==> src/rtl/vedic_pkg.sv <==
// vedic_pkg: shared FSM state type, default widths and the 2x2 vedic multiply cell.
package vedic_pkg;
  localparam int DVD_W_DEF = 4;
  localparam int DVS_W_DEF = 2;
  typedef enum logic [1:0] {IDLE, CALC, FIN} state_t;
  function automatic logic [3:0] vedic_2x2(input logic [1:0] a, input logic [1:0] b);
    logic c;
    c = a[1] & b[0] & a[0] & b[1];
    return {a[1] & b[1] & c, (a[1] & b[1]) ^ c, (a[1] & b[0]) ^ (a[0] & b[1]), a[0] & b[0]};
  endfunction
endpackage

==> src/rtl/vedic_div_4x2_if.sv <==
// vedic_div_4x2_if: divider request/result bus; selfcheck_err exists only with VEDIC_DIV_SELFCHECK_EN.
interface vedic_div_4x2_if
  import vedic_pkg::*;
#(parameter int DVD_W = DVD_W_DEF, parameter int DVS_W = DVS_W_DEF);
  logic start;
  logic [DVD_W-1:0] dividend;
  logic [DVS_W-1:0] divisor;
  logic busy;
  logic done;
  logic [DVD_W-1:0] quotient;
  logic [DVS_W-1:0] remainder;
  logic div_by_zero;
`ifdef VEDIC_DIV_SELFCHECK_EN
  logic selfcheck_err;
  modport master(output start, dividend, divisor, input busy, done, quotient, remainder, div_by_zero, selfcheck_err);
  modport slave(input start, dividend, divisor, output busy, done, quotient, remainder, div_by_zero, selfcheck_err);
`else
  modport master(output start, dividend, divisor, input busy, done, quotient, remainder, div_by_zero);
  modport slave(input start, dividend, divisor, output busy, done, quotient, remainder, div_by_zero);
`endif
endinterface

==> src/rtl/vedic_mul_4x2.sv <==
// vedic_mul_4x2: combinational 4x2 multiplier assembled from two 2x2 vedic cells.
module vedic_mul_4x2
  import vedic_pkg::*;
(
  input  logic [3:0] a,
  input  logic [1:0] b,
  output logic [5:0] p
);
  assign p = {vedic_2x2(a[3:2], b), 2'b00} + 6'(vedic_2x2(a[1:0], b));
endmodule

==> src/rtl/vedic_div_4x2.sv <==
// vedic_div_4x2: restoring divider, one quotient bit per clock, MSB first.
// VEDIC_DIV_SELFCHECK_EN adds a quotient*divisor+remainder check driving selfcheck_err.
module vedic_div_4x2
  import vedic_pkg::*;
#(parameter int DVD_W = DVD_W_DEF, parameter int DVS_W = DVS_W_DEF)
(
  input logic clk,
  input logic rst_n,
  vedic_div_4x2_if.slave bus
);
  localparam int CW = $clog2(DVD_W + 1);
  state_t state;
  logic [DVD_W-1:0] work, quotient_r;
  logic [DVS_W-1:0] dvs, remainder_r;
  logic [DVS_W:0] pr, shifted, trial, pr_next;
  logic [CW-1:0] cnt;
  logic busy_r, done_r, dbz_r, acc, qbit, last;
  assign acc = bus.start && state != CALC;
  assign shifted = {pr[DVS_W-1:0], work[DVD_W-1]};
  assign trial = shifted - {1'b0, dvs};
  assign qbit = pr[DVS_W] | (shifted >= {1'b0, dvs});
  assign pr_next = qbit ? trial : shifted;
  assign last = cnt == CW'(DVD_W - 1);
  // work starts as the dividend and fills with quotient bits as dividend bits shift out
  always_ff @(posedge clk or negedge rst_n)
    if (!rst_n) begin
      state <= IDLE;
      work <= '0;
      dvs <= '0;
      pr <= '0;
      cnt <= '0;
      busy_r <= 1'b0;
      done_r <= 1'b0;
      dbz_r <= 1'b0;
      quotient_r <= '0;
      remainder_r <= '0;
    end else if (acc) begin
      state <= bus.divisor == '0 ? FIN : CALC;
      work <= bus.dividend;
      dvs <= bus.divisor;
      pr <= '0;
      cnt <= '0;
      busy_r <= bus.divisor != '0;
      done_r <= bus.divisor == '0;
      dbz_r <= bus.divisor == '0;
      quotient_r <= bus.divisor == '0 ? '1 : quotient_r;
      remainder_r <= bus.divisor == '0 ? '0 : remainder_r;
    end else if (state == CALC) begin
      state <= last ? FIN : CALC;
      work <= {work[DVD_W-2:0], qbit};
      pr <= pr_next;
      cnt <= cnt + CW'(1);
      busy_r <= !last;
      done_r <= last;
      quotient_r <= last ? {work[DVD_W-2:0], qbit} : quotient_r;
      remainder_r <= last ? pr_next[DVS_W-1:0] : remainder_r;
    end else begin
      state <= IDLE;
      done_r <= 1'b0;
    end
  assign bus.busy = busy_r;
  assign bus.done = done_r;
  assign bus.quotient = quotient_r;
  assign bus.remainder = remainder_r;
  assign bus.div_by_zero = dbz_r;
`ifdef VEDIC_DIV_SELFCHECK_EN
  logic [DVD_W-1:0] dvd_l;
  logic [5:0] prod;
  logic sc_r, chk;
  vedic_mul_4x2 u_mul (.a(quotient_r), .b(dvs), .p(prod));
  // flagged combinationally during FIN, then held by sc_r until the next accept
  assign chk = state == FIN && !dbz_r && (prod + 6'(remainder_r)) != 6'(dvd_l);
  always_ff @(posedge clk or negedge rst_n)
    if (!rst_n) begin
      sc_r <= 1'b0;
      dvd_l <= '0;
    end else if (acc) begin
      sc_r <= 1'b0;
      dvd_l <= bus.dividend;
    end else if (chk) sc_r <= 1'b1;
  assign bus.selfcheck_err = sc_r | chk;
`endif
endmodule

==> src/flat_wrapper.sv <==
// flat-port wrapper written by rule: the top's interface ports become plain ports
module vedic_div_4x2_flat import vedic_pkg::*;
#(parameter int DVD_W = DVD_W_DEF, parameter int DVS_W = DVS_W_DEF)
  (clk, rst_n, bus_start, bus_dividend, bus_divisor, bus_busy, bus_done, bus_quotient, bus_remainder, bus_div_by_zero);
  vedic_div_4x2_if #(.DVD_W(DVD_W), .DVS_W(DVS_W)) bus_i ();
  input logic clk;
  input logic rst_n;
  input wire logic [$bits(bus_i.start)-1:0] bus_start;
  input wire logic [$bits(bus_i.dividend)-1:0] bus_dividend;
  input wire logic [$bits(bus_i.divisor)-1:0] bus_divisor;
  output wire logic [$bits(bus_i.busy)-1:0] bus_busy;
  output wire logic [$bits(bus_i.done)-1:0] bus_done;
  output wire logic [$bits(bus_i.quotient)-1:0] bus_quotient;
  output wire logic [$bits(bus_i.remainder)-1:0] bus_remainder;
  output wire logic [$bits(bus_i.div_by_zero)-1:0] bus_div_by_zero;
  assign bus_i.start = bus_start;
  assign bus_i.dividend = bus_dividend;
  assign bus_i.divisor = bus_divisor;
  assign bus_busy = bus_i.busy;
  assign bus_done = bus_i.done;
  assign bus_quotient = bus_i.quotient;
  assign bus_remainder = bus_i.remainder;
  assign bus_div_by_zero = bus_i.div_by_zero;
  vedic_div_4x2 #(.DVD_W(DVD_W), .DVS_W(DVS_W)) u_core (.clk(clk), .rst_n(rst_n), .bus(bus_i));
endmodule
==> config.mk <==
export PLATFORM = sky130hd
export DESIGN_NAME = vedic_div_4x2_flat
export DESIGN_NICKNAME = d
export VERILOG_FILES = /design/src/rtl/vedic_pkg.sv /design/src/rtl/vedic_div_4x2_if.sv /design/src/rtl/vedic_mul_4x2.sv /design/src/rtl/vedic_div_4x2.sv /design/src/flat_wrapper.sv
export SDC_FILE = /design/constraint.sdc
export NUM_CORES = 1
export LEC_CHECK = 0
export BUFFER_PORTS_ARGS = -buffer_cell sky130_fd_sc_hd__buf_2
export CORE_MARGIN = 2
export CORE_UTILIZATION = 45
export CTS_BUF_LIST = sky130_fd_sc_hd__clkbuf_4 sky130_fd_sc_hd__clkbuf_8
export DETAILED_ROUTE_END_ITERATION = 10
export PLACE_DENSITY = 0.75
export REMOVE_ABC_BUFFERS = 1
export SLEW_MARGIN = 20
export SYNTH_ARGS = -nofsm -noshare
export SYNTH_HDL_FRONTEND = slang
export SYNTH_SLANG_ARGS = --single-unit
==> constraint.sdc <==
create_clock -name clk -period 2.1 [get_ports clk]
set_clock_uncertainty 0.2 [all_clocks]
set_input_delay 0.105 -clock clk [delete_from_list [all_inputs] [get_ports clk]]
set_output_delay 0.105 -clock clk [all_outputs]
set_load 0.005 [all_outputs]
==> results.txt, run 1 <==
status = finished clean
CTS tree = yes
pwr dens = 1490 mW/mm^2
HP Class = input port to flip-flop
Via Count = 841
post-synthesis mux area share = 0.0588
CP Cell Sequence = inv_1, ha_1, fa_1, or2_2, o211ai_1
Met1 Routed Length = 977 microns
Worst-path clk slew = 0.13 ns
core footprint = 0.00225 sq mm
routed wire length per instance = 14.8 microns
final setup violating endpoints = 0
Seq/Total Area, Yosys = 0.507
largest net degree at the start of global routing = 23
biggest area consumer among synthesized cells = dfrtp_1
Yosys warning count = 0
Iter 0 DRT Violations = 16
Routed met3 length = 85 microns
synth top area cells = dfrtp_1 51%, ha_1 4.6%, o22a_1 3.2%
top-area cell type share of the netlist area = 0.507
Die Area = 0.00282 sq mm
fmax = 546 MHz
Finished Core Util = 0.588
Rows = 17
first-pass GRT wire length = 3770 microns
Final nets = 136
Hold Slack = 0.0599 ns
worst path required time = 2.14 ns
top_reg_cell synth = dfrtp_1
CP peak stage delay = 0.44 ns
total clock sinks = 22
DRC = 0
setup_tns = 0 ns
Skew-Pair Late Insertion Delay = 0.31 ns
met2 wire len = 1110 microns
synth-to-layout area growth = 22.1%
Num CTS Buffers = 3
Synth Area in Adders = 0.0645
vias per cell = 5.64
Die Span X = 53.1 microns
Longest Clk Path Bufs = 2
relative slew slack = 0.671
Post-CTS Resized = 0
async set-reset flop share out of synthesis = 1.00
total routed wirelength = 2200 microns
maxcap violations = 0
starting density of the core = 0.482
mean post-synth cell area = 11.4 sq um
boundary pin count = 18
final hold violation count = 0
initial antenna violation count = 0
post-synthesis simple-gate area fraction = 0.137
Unique masters post-synth = 38
final worst path period share = 0.872
vias in the first global route = 834
Post-synth EDFFs = 0
remaining antenna violation count = 0
Compound-Gate Fraction of Synth Area = 0.188
critical path launch point type = flip-flop
Peak supply drop = 0.779 mV
minimum clock period = 1.83 ns
post-DP HPWL = 1600 microns
Port Buffers = 17
Final Max Tran Viols = 0
share of layout cells above drive strength 1 = 0.248
Crit path arrival time = 1.87 ns
Final WS setup = 0.269 ns
Critical-path top delay cell = fa_1
CTS Root Cell = clkbuf_4
total global routing overflow = 0
post-CTS setup buffer count = 0
worst slack at placement = 0.276 ns
CP Class = flip-flop to flip-flop
htree depth = 1
leakage = 0.585 nW
Post-Synth XOR/XNOR Area = 0.00806
n_diodes = 0
die height = 53.1 microns
largest fanout on the critical path = 4
WP buf/inv = 1
main combinational cell family by area after synthesis = compound AO/OA/AOI/OAI gates
Setup crit end kind = flip-flop
GRT Util Overall = 0.186
CP top delay family = adder cells
Top Metal Used = met4
FF+latch count, synth = 22
total power = 1.97 mW
unrepaired setup endpoints after global routing = false
Cell Area, Synth = 0.00109 sq mm
Syn Inst Count = 95
GPL Wtd Cong = 0.843
Pre-Repair DR Iteration Count = 4
Worst Tran Pin Value = 0.494 ns
synth_stat cells (3+ instances only):
cell type and count:
inv_1 6, o21ai_1 5, mux2i_1 3, o211ai_1 3
nand2_1 6, ha_1 4, nor2b_1 3, dfrtp_1 22
nand3b_1 3, o22a_1 4
flip-flops by register name, indices dropped and copies added (netlist names):
signal / flops
u_core.bus.done: 1
u_core.bus.remainder: 2
u_core.dvs: 2
u_core.pr: 3
u_core.bus.busy: 1
u_core.cnt: 3
u_core.bus.div_by_zero: 1
u_core.bus.quotient: 4
u_core.state: 1
u_core.work: 4
per-layer routing:
metal  GRT usage  up-vias
met5           0        -
met1       0.242      416
li1            -      402
met3      0.0254        2
met4      0.0513        0
met2       0.323       21
report_power, final:
part,leakage [nW],internal [mW],switching (mW)
Sequential,0.261,0.607,0.131
Clock,0.0279,0.193,0.131
Combinational,0.295,0.429,0.482
cell families after synthesis:
family                     Yosys count
AOI/OAI and AO/OA                   27
xor gates and xnor gates             1
adders and majority gates            5
buffers and inverters               10
DFF                                 22
muxes                                6
and+or+nand+nor                     24
layout by cell type (no fill, tap or decap), drive strengths merged, types with 4 or more instances in the layout:
master	count
dfrtp	22
nand2	6
ha	4
buf	19
nand3b	4
o21ai	8
dlygate4sd3	7
o22a	4
inv	6
path summary, 6_finish.rpt:
path / slack, ns / to / startpoint / depth (start not counted)
hold reg to reg: 0.30 / u_core.bus.quotient[3] / u_core.bus.quotient[3] / 1
setup / recovery: 0.27 / u_core.bus.remainder[1] / u_core.work[3] / 5
hold / removal: 0.06 / u_core.work[2] / bus_start / 3
min in group asynchronous: 0.07 / u_core.bus.remainder[1] / rst_n / 2
setup reg to reg: 0.27 / u_core.bus.remainder[1] / u_core.work[3] / 5
max in group asynchronous: 1.29 / u_core.pr[0] / rst_n / 2
worst reg2reg max path: stages (launching register included):
cell,delay [ns]
dfrtp_1,0.41
inv_1,0.06
ha_1,0.21
fa_1,0.44
or2_2,0.30
o211ai_1,0.15
timing repair:
item                       CTS  global route
hold buffers                 7             0
setup endpoints to repair    0             0
hold endpoints to repair    31             0
metrics by stage:
stage,cell area [sq um],instances
floorplan,1070,91
global placement,1200,138
detailed placement,1200,138
finish,1330,149
global route,1330,149
CTS,1330,149
layout make-up:
type / count / area [sq um]
Fill cell: 218 / 928
Clock buffer: 3 / 22.5
Tap cell: 28 / 35.0
Clock inverter: 1 / 30.0
Sequential cell: 22 / 551
Timing Repair Buffer: 26 / 170
Inverter: 6 / 22.5
Multi-Input combinational cell: 63 / 495
No activity file was read; power rests on OpenSTA's default activity.
==> inputs of run 2 (changes only) <==
--- a/config.mk
+++ b/config.mk
@@ -5,6 +5,8 @@
 export SDC_FILE = /design/constraint.sdc
 export NUM_CORES = 1
 export LEC_CHECK = 0
+export ABC_AREA = 1
+export ABC_CLOCK_PERIOD_IN_PS = 2100
 export BUFFER_PORTS_ARGS = -buffer_cell sky130_fd_sc_hd__buf_2
 export CORE_MARGIN = 2
 export CORE_UTILIZATION = 45
==> results.txt, run 2 <==
status = finished clean (unchanged)
reg2reg path depth = 7 (was 5)
initial antenna violation count = 0 (unchanged)
Longest Clk Path Bufs = 2 (unchanged)
pwr dens = 1460 mW/mm^2 (was 1490 mW/mm^2)
Final nets = 157 (was 136)
Seq/Total Area, Yosys = 0.517 (was 0.507)
Worst Tran Pin Value = 0.490 ns (was 0.494 ns)
Cell Area, Synth = 0.00106 sq mm (was 0.00109 sq mm)
Post-synth EDFFs = 0 (unchanged)
Finished Core Util = 0.567 (was 0.588)
Port Buffers = 17 (unchanged)
leakage = 0.688 nW (was 0.585 nW)
largest fanout on the critical path = 2 (was 4)
Critical-path top delay cell = fa_1 (unchanged)
starting density of the core = 0.477 (was 0.482)
Syn Inst Count = 115 (was 95)
Worst Hold Depth = 4 (was 3)
Commonest cells post-synth = 38 x nand2_1, 22 x dfrtp_1, 10 x inv_1 (was 22 x dfrtp_1, 6 x inv_1, 6 x nand2_1)
top-area cell type share of the netlist area = 0.517 (was 0.507)
DRC = 0 (unchanged)
Final Max Tran Viols = 0 (unchanged)
worst path required time = 2.11 ns (was 2.14 ns)
post-DP HPWL = 1520 microns (was 1600 microns)
boundary pin count = 18 (unchanged)
relative slew slack = 0.674 (was 0.671)
fmax = 586 MHz (was 546 MHz)
CP peak stage delay = 0.49 ns (was 0.44 ns)
total power = 1.84 mW (was 1.97 mW)
synth-to-layout area growth = 18.9% (was 22.1%)
vias per cell = 4.97 (was 5.64)
core footprint = 0.00223 sq mm (was 0.00225 sq mm)
top_reg_cell synth = dfrtp_1 (unchanged)
synth top area cells = dfrtp_1 52%, nand2_1 13%, ha_1 4.7% (was dfrtp_1 51%, ha_1 4.6%, o22a_1 3.2%)
Rows = 17 (unchanged)
R2R Path End = u_core.pr[1] (was u_core.bus.remainder[1])
CTS tree = yes (unchanged)
Die Area = 0.00277 sq mm (was 0.00282 sq mm)
biggest area consumer among synthesized cells = dfrtp_1 (unchanged)
total global routing overflow = 0 (unchanged)
vias in the first global route = 792 (was 834)
remaining antenna violation count = 0 (unchanged)
CP Class = flip-flop to flip-flop (unchanged)
crit-path most repeated cell = nand2_1
unrepaired setup endpoints after global routing = false (unchanged)
CP Cell Sequence = ha_1, fa_1, inv_1, nand2_1, nand2_1, nand3_1, nand2_1 (was inv_1, ha_1, fa_1, or2_2, o211ai_1)
final hold violation count = 0 (unchanged)
fillers = 220 (was 218)
async set-reset flop share out of synthesis = 1.00 (unchanged)
Skew-Pair Late Insertion Delay = 0.30 ns (was 0.31 ns)
Yosys warning count = 0 (unchanged)
setup_tns = 0 ns (unchanged)
maxcap violations = 0 (unchanged)
critical path launch point type = flip-flop (unchanged)
GPL Wtd Cong = 0.775 (was 0.843)
count leader, synth = nand2_1 (was dfrtp_1)
most common cell after layout, fill and taps aside = nand2_1 (was dfrtp_1)
final worst path period share = 0.813 (was 0.872)
total clock sinks = 22 (unchanged)
routed wire length per instance = 12.0 microns (was 14.8 microns)
Hold Path Sink = u_core.cnt[0] (was u_core.work[2])
Crit path arrival time = 1.72 ns (was 1.87 ns)
htree depth = 1 (unchanged)
share of layout cells above drive strength 1 = 0.213 (was 0.248)
Pre-Repair DR Iteration Count = 4 (unchanged)
Via Count = 840 (was 841)
Die Span X = 52.6 microns (was 53.1 microns)
commonest cells after routing, fill and taps aside = 38 x nand2_1, 22 x dfrtp_1, 17 x buf_2, 10 x inv_1, 9 x nand3_1 (was 22 x dfrtp_1, 17 x buf_2, 7 x dlygate4sd3_1, 6 x inv_1, 6 x nand2_1)
Worst R2R Start = u_core.dvs[0] (was u_core.work[3])
total routed wirelength = 2030 microns (was 2200 microns)
Peak supply drop = 0.779 mV (about the same)
Iter 0 DRT Violations = 9 (was 16)
Setup crit end kind = flip-flop (unchanged)
Worst-path clk slew = 0.12 ns (was 0.13 ns)
die height = 52.6 microns (was 53.1 microns)
n_diodes = 0 (unchanged)
Worst R2R Setup Slack = 0.39 ns (was 0.27 ns)
CTS Root Cell = clkbuf_4 (unchanged)
Post-CTS Resized = 0 (unchanged)
Num CTS Buffers = 3 (unchanged)
first-pass GRT wire length = 3420 microns (was 3770 microns)
Unique masters post-synth = 20 (was 38)
final setup violating endpoints = 0 (unchanged)
minimum clock period = 1.71 ns (was 1.83 ns)
mean post-synth cell area = 9.26 sq um (was 11.4 sq um)
largest net degree at the start of global routing = 23 (unchanged)
GRT Util Overall = 0.171 (was 0.186)
HP Start = bus_start (unchanged)
FF+latch count, synth = 22 (unchanged)
HP Class = input port to flip-flop (unchanged)
run 2: per-stage QoR:
| stage | hold slack, ns | cell area, sq um | instances | setup slack, ns |
|---|---|---|---|---|
| after floorplan | -0.391 | 1050 | 114 | 0.507 |
| after global placement | -0.110 | 1170 | 159 | 0.479 |
| after detailed placement | -0.107 | 1170 | 159 | 0.426 |
| after CTS | 0.0516 | 1270 | 169 | 0.406 |
| after global routing | 0.0784 | 1270 | 169 | 0.317 |
| final | 0.0520 | 1270 | 169 | 0.393 |
run 2: report_power, final:
group	switching (mW)	internal, mW
combinational	0.564	0.355
sequential	0.115	0.619
clock	0.124	0.0670
run 2: logic make-up (layout without fill, tap and decap cells):
family,after synthesis,in the layout,share of synthesized area
simple gates,60,60,0.276
flops,22,22,0.517
buf+inv,15,41,0.0670
compound gates,12,12,0.0658
fa+ha+maj,5,5,0.0658
xor+xnor,1,1,0.00823
run 2: how the worst max path moves through the flow:
stage / from / endpoint
after floorplan: u_core.dvs[0] / u_core.pr[1]
after global placement: u_core.dvs[0] / u_core.bus.remainder[1]
after detailed placement: u_core.dvs[0] / u_core.pr[1]
after CTS: u_core.dvs[0] / u_core.bus.remainder[1]
after global routing: u_core.dvs[0] / u_core.bus.remainder[0]
final: u_core.dvs[0] / u_core.pr[1]
run 2: timing repair:
item	in CTS	in global routing
hold endpoints to repair	31	0
setup buffers	0	0
hold buffers	7	0
run 2: layer usage:
| metal | up-vias | GRT usage | part of all wire |
|---|---|---|---|
| met4 | 0 | 0.0385 | 0.0093 |
| met3 | 4 | 0.0343 | 0.044 |
| met5 | - | 0 | 0 |
| li1 | 422 | - | - |
| met2 | 21 | 0.277 | 0.48 |
| met1 | 393 | 0.237 | 0.47 |
run 2: area by class of cell:
cell class,count,area (sq um),area share
Tap cell,28,35.0,0.0277
Inverter,14,60.1,0.0474
Timing Repair Buffer,24,155,0.123
Multi-Input combinational cell,78,443,0.350
Sequential cell,22,551,0.435
Clock buffer,3,22.5,0.0178
run 2: worst max-delay path: cells and delay by family, from the launching register on:
family        cells  cell delay, ns
fa+ha+maj         2            0.72
flops             1            0.40
simple gates      4            0.26
buf+inv           1            0.04
